File: src/rtl/bnn_pkg.sv
// Shared definitions for the BNN layer sequencer: accelerator address map,
// sequencer state encoding and command kinds.
package bnn_pkg;

  localparam logic [31:0] BNN_INI_ADDR  = 32'h0000_1000;
  localparam logic [31:0] BNN_POOL_ADDR = 32'h0000_1004;
  localparam logic [3:0]  BNN_CTL_BE    = 4'hF;
  localparam logic [3:0]  BNN_ACC_BE    = 4'hF;
  localparam logic [3:0]  BNN_NORM_BE   = 4'hB;
  localparam logic [3:0]  BNN_NORM8_BE  = 4'h9;
  localparam logic [1:0]  BNN_DRAIN     = 2'd3;

  typedef enum logic [2:0] {
    S_IDLE, S_INI, S_ACC, S_POOL, S_NORM, S_DRAIN, S_OUT
  } bnn_state_e;

  typedef enum logic [2:0] {
    CMD_NONE, CMD_INI, CMD_ACC, CMD_POOL, CMD_NORM, CMD_NORM8
  } bnn_cmd_e;

  // Parameter rows are word addresses inside the low 4 KiB window.
  function automatic logic [31:0] bnn_row_addr(input logic [9:0] row);
    return {20'b0, row, 2'b00};
  endfunction

endpackage

File: src/rtl/bnn_cmd_enc.sv
// Combinational encoder from a command kind plus row/data to the
// accelerator bus fields. CMD_NONE drives all-zero fields.
module bnn_cmd_enc
  import bnn_pkg::*;
(
  input  bnn_cmd_e    kind_i,
  input  logic [9:0]  row_i,
  input  logic [31:0] data_i,
  output logic [31:0] addr_o,
  output logic [3:0]  be_o,
  output logic [31:0] wdata_o
);

  always_comb begin
    addr_o  = '0;
    be_o    = '0;
    wdata_o = '0;
    case (kind_i)
      CMD_INI: begin
        addr_o  = BNN_INI_ADDR;
        be_o    = BNN_CTL_BE;
        wdata_o = data_i;
      end
      CMD_ACC: begin
        addr_o  = bnn_row_addr(row_i);
        be_o    = BNN_ACC_BE;
        wdata_o = data_i;
      end
      CMD_POOL: begin
        addr_o  = BNN_POOL_ADDR;
        be_o    = BNN_CTL_BE;
        wdata_o = data_i;
      end
      CMD_NORM: begin
        addr_o  = bnn_row_addr(row_i);
        be_o    = BNN_NORM_BE;
        wdata_o = data_i;
      end
      CMD_NORM8: begin
        addr_o  = bnn_row_addr(row_i);
        be_o    = BNN_NORM8_BE;
        wdata_o = data_i;
      end
      default: ;
    endcase
  end

endmodule

File: src/rtl/bnn_seq.sv
// BNN layer sequencer: turns a stream of binarized input words into the
// ini/acc/pool/norm command sequence for one output word and returns it.
module bnn_seq
  import bnn_pkg::*;
(
  input  logic        clk,
  input  logic        rst,
  input  logic        start,
  output logic        busy,
  input  logic [6:0]  cfg_n_in,
  input  logic [2:0]  cfg_n_pool,
  input  logic [9:0]  cfg_row_base,
  input  logic [9:0]  cfg_norm_row,
  input  logic        cfg_norm8,
  input  logic [15:0] cfg_bias,
  input  logic        in_valid,
  output logic        in_ready,
  input  logic [31:0] in_data,
  output logic        out_valid,
  input  logic        out_ready,
  output logic [31:0] out_data,
  output logic        p_req,
  output logic        p_we,
  output logic [3:0]  p_be,
  output logic [31:0] p_addr,
  output logic [31:0] p_wdata,
  input  logic        p_gnt,
  input  logic [31:0] p_rdata
);

  bnn_state_e  state_q;
  logic [6:0]  n_in_q;
  logic [2:0]  n_pool_q;
  logic [9:0]  row_base_q;
  logic [9:0]  norm_row_q;
  logic        norm8_q;
  logic [15:0] bias_q;
  logic [6:0]  i_q;
  logic [2:0]  w_q;
  logic [1:0]  drain_q;
  logic [31:0] out_data_q;

  bnn_cmd_e    cmd_kind;
  logic [31:0] cmd_data;
  logic [9:0]  cmd_row;
  logic        cmd_fire;
  logic        last_in;
  logic        last_win;

  assign cmd_fire = p_req & p_gnt;
  assign last_in  = (i_q == n_in_q - 7'd1);
  assign last_win = (w_q == n_pool_q - 3'd1);
  // Row arithmetic is 10 bits wide so the parameter row wraps at 1024.
  assign cmd_row  = (state_q == S_NORM) ? norm_row_q : (row_base_q + {3'b0, i_q});

  always_comb begin
    cmd_kind = CMD_NONE;
    cmd_data = '0;
    p_req    = 1'b0;
    case (state_q)
      S_INI: begin
        cmd_kind = CMD_INI;
        cmd_data = {16'b0, bias_q};
        p_req    = 1'b1;
      end
      S_ACC: begin
        cmd_kind = CMD_ACC;
        cmd_data = in_data;
        p_req    = in_valid;
      end
      S_POOL: begin
        cmd_kind = CMD_POOL;
        cmd_data = last_win ? 32'b0 : {16'b0, bias_q};
        p_req    = 1'b1;
      end
      S_NORM: begin
        cmd_kind = norm8_q ? CMD_NORM8 : CMD_NORM;
        p_req    = 1'b1;
      end
      default: ;
    endcase
  end

  bnn_cmd_enc u_enc (
    .kind_i  (cmd_kind),
    .row_i   (cmd_row),
    .data_i  (cmd_data),
    .addr_o  (p_addr),
    .be_o    (p_be),
    .wdata_o (p_wdata)
  );

  assign p_we      = p_req;
  assign in_ready  = (state_q == S_ACC) & p_gnt;
  assign busy      = (state_q != S_IDLE);
  assign out_valid = (state_q == S_OUT);
  assign out_data  = out_data_q;

  always_ff @(posedge clk) begin
    if (rst) begin
      state_q    <= S_IDLE;
      n_in_q     <= 7'd1;
      n_pool_q   <= 3'd1;
      row_base_q <= '0;
      norm_row_q <= '0;
      norm8_q    <= 1'b0;
      bias_q     <= '0;
      i_q        <= '0;
      w_q        <= '0;
      drain_q    <= '0;
      out_data_q <= '0;
    end else begin
      case (state_q)
        S_IDLE: if (start) begin
          n_in_q     <= (cfg_n_in == 7'd0) ? 7'd1 : cfg_n_in;
          n_pool_q   <= (cfg_n_pool == 3'd0) ? 3'd1 : cfg_n_pool;
          row_base_q <= cfg_row_base;
          norm_row_q <= cfg_norm_row;
          norm8_q    <= cfg_norm8;
          bias_q     <= cfg_bias;
          i_q        <= '0;
          w_q        <= '0;
          state_q    <= S_INI;
        end
        S_INI: if (cmd_fire) state_q <= S_ACC;
        S_ACC: if (cmd_fire) begin
          if (last_in) begin
            i_q     <= '0;
            state_q <= S_POOL;
          end else begin
            i_q <= i_q + 7'd1;
          end
        end
        S_POOL: if (cmd_fire) begin
          if (last_win) begin
            state_q <= S_NORM;
          end else begin
            w_q     <= w_q + 3'd1;
            state_q <= S_ACC;
          end
        end
        S_NORM: if (cmd_fire) begin
          drain_q <= '0;
          state_q <= S_DRAIN;
        end
        // The last drain cycle is exactly three cycles after the norm was accepted.
        S_DRAIN: begin
          if (drain_q == BNN_DRAIN - 2'd1) begin
            out_data_q <= p_rdata;
            state_q    <= S_OUT;
          end else begin
            drain_q <= drain_q + 2'd1;
          end
        end
        S_OUT: if (out_ready) state_q <= S_IDLE;
        default: state_q <= S_IDLE;
      endcase
    end
  end

endmodule

File: config.mk
export PLATFORM = sky130hd
export DESIGN_NAME = bnn_seq
export DESIGN_NICKNAME = d
export VERILOG_FILES = /design/src/rtl/bnn_pkg.sv /design/src/rtl/bnn_cmd_enc.sv /design/src/rtl/bnn_seq.sv
export SDC_FILE = /design/constraint.sdc
export NUM_CORES = 1
export LEC_CHECK = 0
export BUFFER_PORTS_ARGS = -buffer_cell sky130_fd_sc_hd__buf_2
export CAP_MARGIN = 20
export CELL_PAD_IN_SITES_DETAIL_PLACEMENT = 1
export CELL_PAD_IN_SITES_GLOBAL_PLACEMENT = 1
export CORE_MARGIN = 5
export CORE_UTILIZATION = 34
export DETAILED_ROUTE_END_ITERATION = 16
export GPL_ROUTABILITY_DRIVEN = 1
export GPL_TIMING_DRIVEN = 0
export PLACE_DENSITY_LB_ADDON = 0.1
export SKIP_LAST_GASP = 1
export SLEW_MARGIN = 40
export SYNTH_ARGS = -nofsm -noshare
export SYNTH_HDL_FRONTEND = slang
export SYNTH_HIERARCHICAL = 1
export SYNTH_SLANG_ARGS = --single-unit
File: constraint.sdc
create_clock -name clk -period 3.5 [get_ports clk]
set_input_delay 0.7 -clock clk [delete_from_list [all_inputs] [get_ports clk]]
set_output_delay 0.7 -clock clk [all_outputs]
set_load 0.05 [all_outputs]
==> summary.txt <==
Met2 GRT Util -> 35.12%
Tot GR Track Use -> 19.56%
Fin area -> 7077 µm²
Number of I/O port buffers -> 200
CP peak stage delay -> 0.37 ns
Critical setup path kind -> flip-flop to output pin
DIE AREA -> 18320 µm²
Initial DRC count -> 181
Number of global-route vias before repair -> 5847
Slew headroom -> 54.85%
Yosys reg bits -> 94
Routed vias -> 5516
Layout Nets -> 1059
Drt total wl -> 18.29 mm
Synth Warn # -> 6
Number of setup violations in the final report -> 0
Die X -> 135.3 µm
Clock Tree Buf Depth -> 2
Remaining DRCs -> 0
Max Freq -> 299.0 MHz
DP HPWL -> 14.89 mm
Final core occ -> 46.21%
Count of distinct cell types in the synthesized netlist -> 55
Clock transition at path regs -> 0.07 ns
WL per Instance -> 15.98 µm
Pleak -> 3.187 nW
Ports -> 222
Cells after Synth -> 695
Worst R2R Setup Slack -> 1.11 ns
GR peak layer -> met2
Mapped cell area -> 5341 µm²
Status -> finished, final reports clean
CP max-delay cell -> fa_2
Area growth, synth to finish -> 32.49%
Hold slack final -> 0.4549 ns
CP Cell Sequence -> ha_2 > fa_2 > a21o_1 > a21oi_2 > o21ai_0 > a31oi_1 > o21ai_0 > a31oi_1 > a21boi_2 > buf_6
Root buffer cell -> clkbuf_16
Largest net degree at the start of global routing -> 17
Max-slew violations -> 0
Routability cong. -> 0.7742
Antenna viol nets, final -> 0
Clock buffer count from CTS -> 9
Core area -> 15310 µm²
Placed inst area -> 6681 µm²
Cell area power density -> 592.8 nW/µm²
Initial Util -> 34.88%
Asr flop ratio synth -> 0%
# clock sinks -> 94
CP required -> 2.80 ns
Drt via density -> 4.822
First-pass GRT wire length -> 28.92 mm
Grt ovf -> 0
Max-cap check violation count -> 0
Initial antenna violation count -> 1
Crit share post-route -> 95.55%
CP Max Fanout -> 6
Depth of the CTS H-tree -> 3
Die Ht -> 135.3 µm
Share of cells above drive strength 1 -> 32.08%
Tmin final -> 3.344 ns
GR Layer Usage met3 -> 6.092%
DRT Pass-1 Iters -> 4
Crit. End Element -> output pin
CTS tree -> done
Syn_area_per_cell -> 7.685 µm²
Sequential element share of the synthesized area -> 35.23%
Synth Flop Type -> dfxtp_1
Worst EP arrival -> 2.64 ns
Final hold viol count -> 0
EDFF count, synth -> 0
Met1 Track Usage GR -> 22.62%
Hold/Removal Path Class -> flip-flop to flip-flop
Row cnt -> 45
Worst Skew -> 0.006762 ns
Latest clock arrival within the worst-skew pair -> 0.35 ns
CP Launch Type -> flip-flop
VDD IR-drop max -> 0.0002705 V
CTS hold repair buffers -> 0
Slew @ Worst Pin -> 0.6755 ns
## placed cells by master (no fill, tap or decap), types with 4 or more instances in the layout
master,synthesis,layout
clkbuf_16,0,9
nand2b_1,5,5
a21o_1,9,9
xnor2_1,14,14
a21oi_1,100,99
xor2_1,5,5
inv_1,17,17
nand2_1,181,181
o21ai_0,9,9
nor2_1,30,30
a22o_1,16,16
a21boi_1,14,12
or2_2,5,5
nor3_1,6,5
conb_1,1,21
nand3_1,12,12
ha_1,14,13
nand3b_1,4,4
buf_2,4,205
clkbuf_1,34,32
a21boi_2,28,29
dfxtp_1,94,93
buf_4,23,25
and2_1,18,18
## path summary, 6_finish.rpt
check              start          end  depth (start not counted)
min reg2reg  out_data[8]  out_data[8]                          2
max reg2reg    n_in_q[0]       i_q[1]                          8
max               i_q[0]   p_addr[10]                         10
min          out_data[8]  out_data[8]                          2
## timing repair
| item | 4_1_cts | 5_1_grt |
|---|---|---|
| resized for setup | 11 | 12 |
| setup endpoints to repair | 44 | 20 |
| setup buffers | 0 | 2 |
| pin swaps | 0 | 4 |
## sequential cells by signal (all words and copies together) (netlist names)
register,cells
n_in_q,7
bias_q,16
state_q,3
norm8_q,1
w_q,3
drain_q,2
n_pool_q,3
row_base_q,10
i_q,7
out_data,32
norm_row_q,10
## layer usage
layer  part of all wire (%)  vias up
li1                       -     2758
met4                    1.7        0
met5                      0        -
met2                     49      174
met1                     42     2565
met3                    7.3       19
## per-stage QoR
| step | TNS, ns | setup slack (ns) | cells | total power [mW] |
|---|---|---|---|---|
| global placement | 0 | 0.1009 | 1126 | 3.062 |
| CTS | 0 | 0.005929 | 1141 | 4.199 |
| detailed placement | 0 | 0.02536 | 1126 | 3.116 |
| global route | -0.06984 | -0.04215 | 1144 | 4.434 |
| finish | 0 | 0.1557 | 1144 | 4.195 |
| floorplan | 0 | 0.1819 | 715 | 2.637 |
## cell type report
class	count	area, µm²
flip-flops and latches	94	1883
clock buffers	10	229.0
multi-input cells	535	3100
fillers	1995	8238
clock inverters	6	92.59
well taps	211	264.0
inverters	18	72.57
diodes	1	2.502
plain buffers	67	405.4
repair buffers	202	1027
## worst max-delay path: cells and delay by family (launching register included)
family / cells / cell delay (ns)
buf+inv: 1 / 0.18
compound gates: 7 / 1.17
flops: 1 / 0.36
fa+ha+maj: 2 / 0.58
## power by group
part           switching (mW)  leakage, nW  internal [mW]
Clock                   0.440        0.150          0.632
Sequential             0.0854        0.765           1.18
Combinational            1.25         2.27          0.612
Total                    1.78         3.19           2.42
## logic make-up (layout without fill, tap and decap cells)
logic type               Yosys count  in the layout  share of synthesized area [%]
adder cells (fa/ha/maj)           15             15                          3.654
multiplexers                       1              1                         0.1874
AND/OR/NAND/NOR                  277            277                          22.82
AO/OA/AOI/OAI                    202            202                          26.12
other                              1             22                        0.07021
flip-flops                        94             94                          35.23
buffers and inverters             86            303                          8.808
XOR/XNOR                          19             19                          3.115
## synth_stat cells (4+ instances only)
cell type  instances  area share, %
o21ai_0            9           0.84
a21oi_1          100            9.4
clkbuf_1          34            2.4
a21boi_1          14            2.0
a21boi_2          28            5.9
or2_2              5           0.59
xor2_1             5           0.82
or3b_1             4           0.66
nor2_1            30            2.1
nor3_1             6           0.56
xnor2_1           14            2.3
a22o_1            16            2.6
inv_1             17            1.2
and2_1            18            2.1
nand3b_1           4           0.56
buf_2              4           0.37
ha_1              14            3.3
nand2b_1           5           0.59
buf_4             23            3.2
dfxtp_1           94             35
nand2_1          181             13
nand3_1           12            1.1
a21o_1             9            1.3
(Power assumes the default switching activity.)
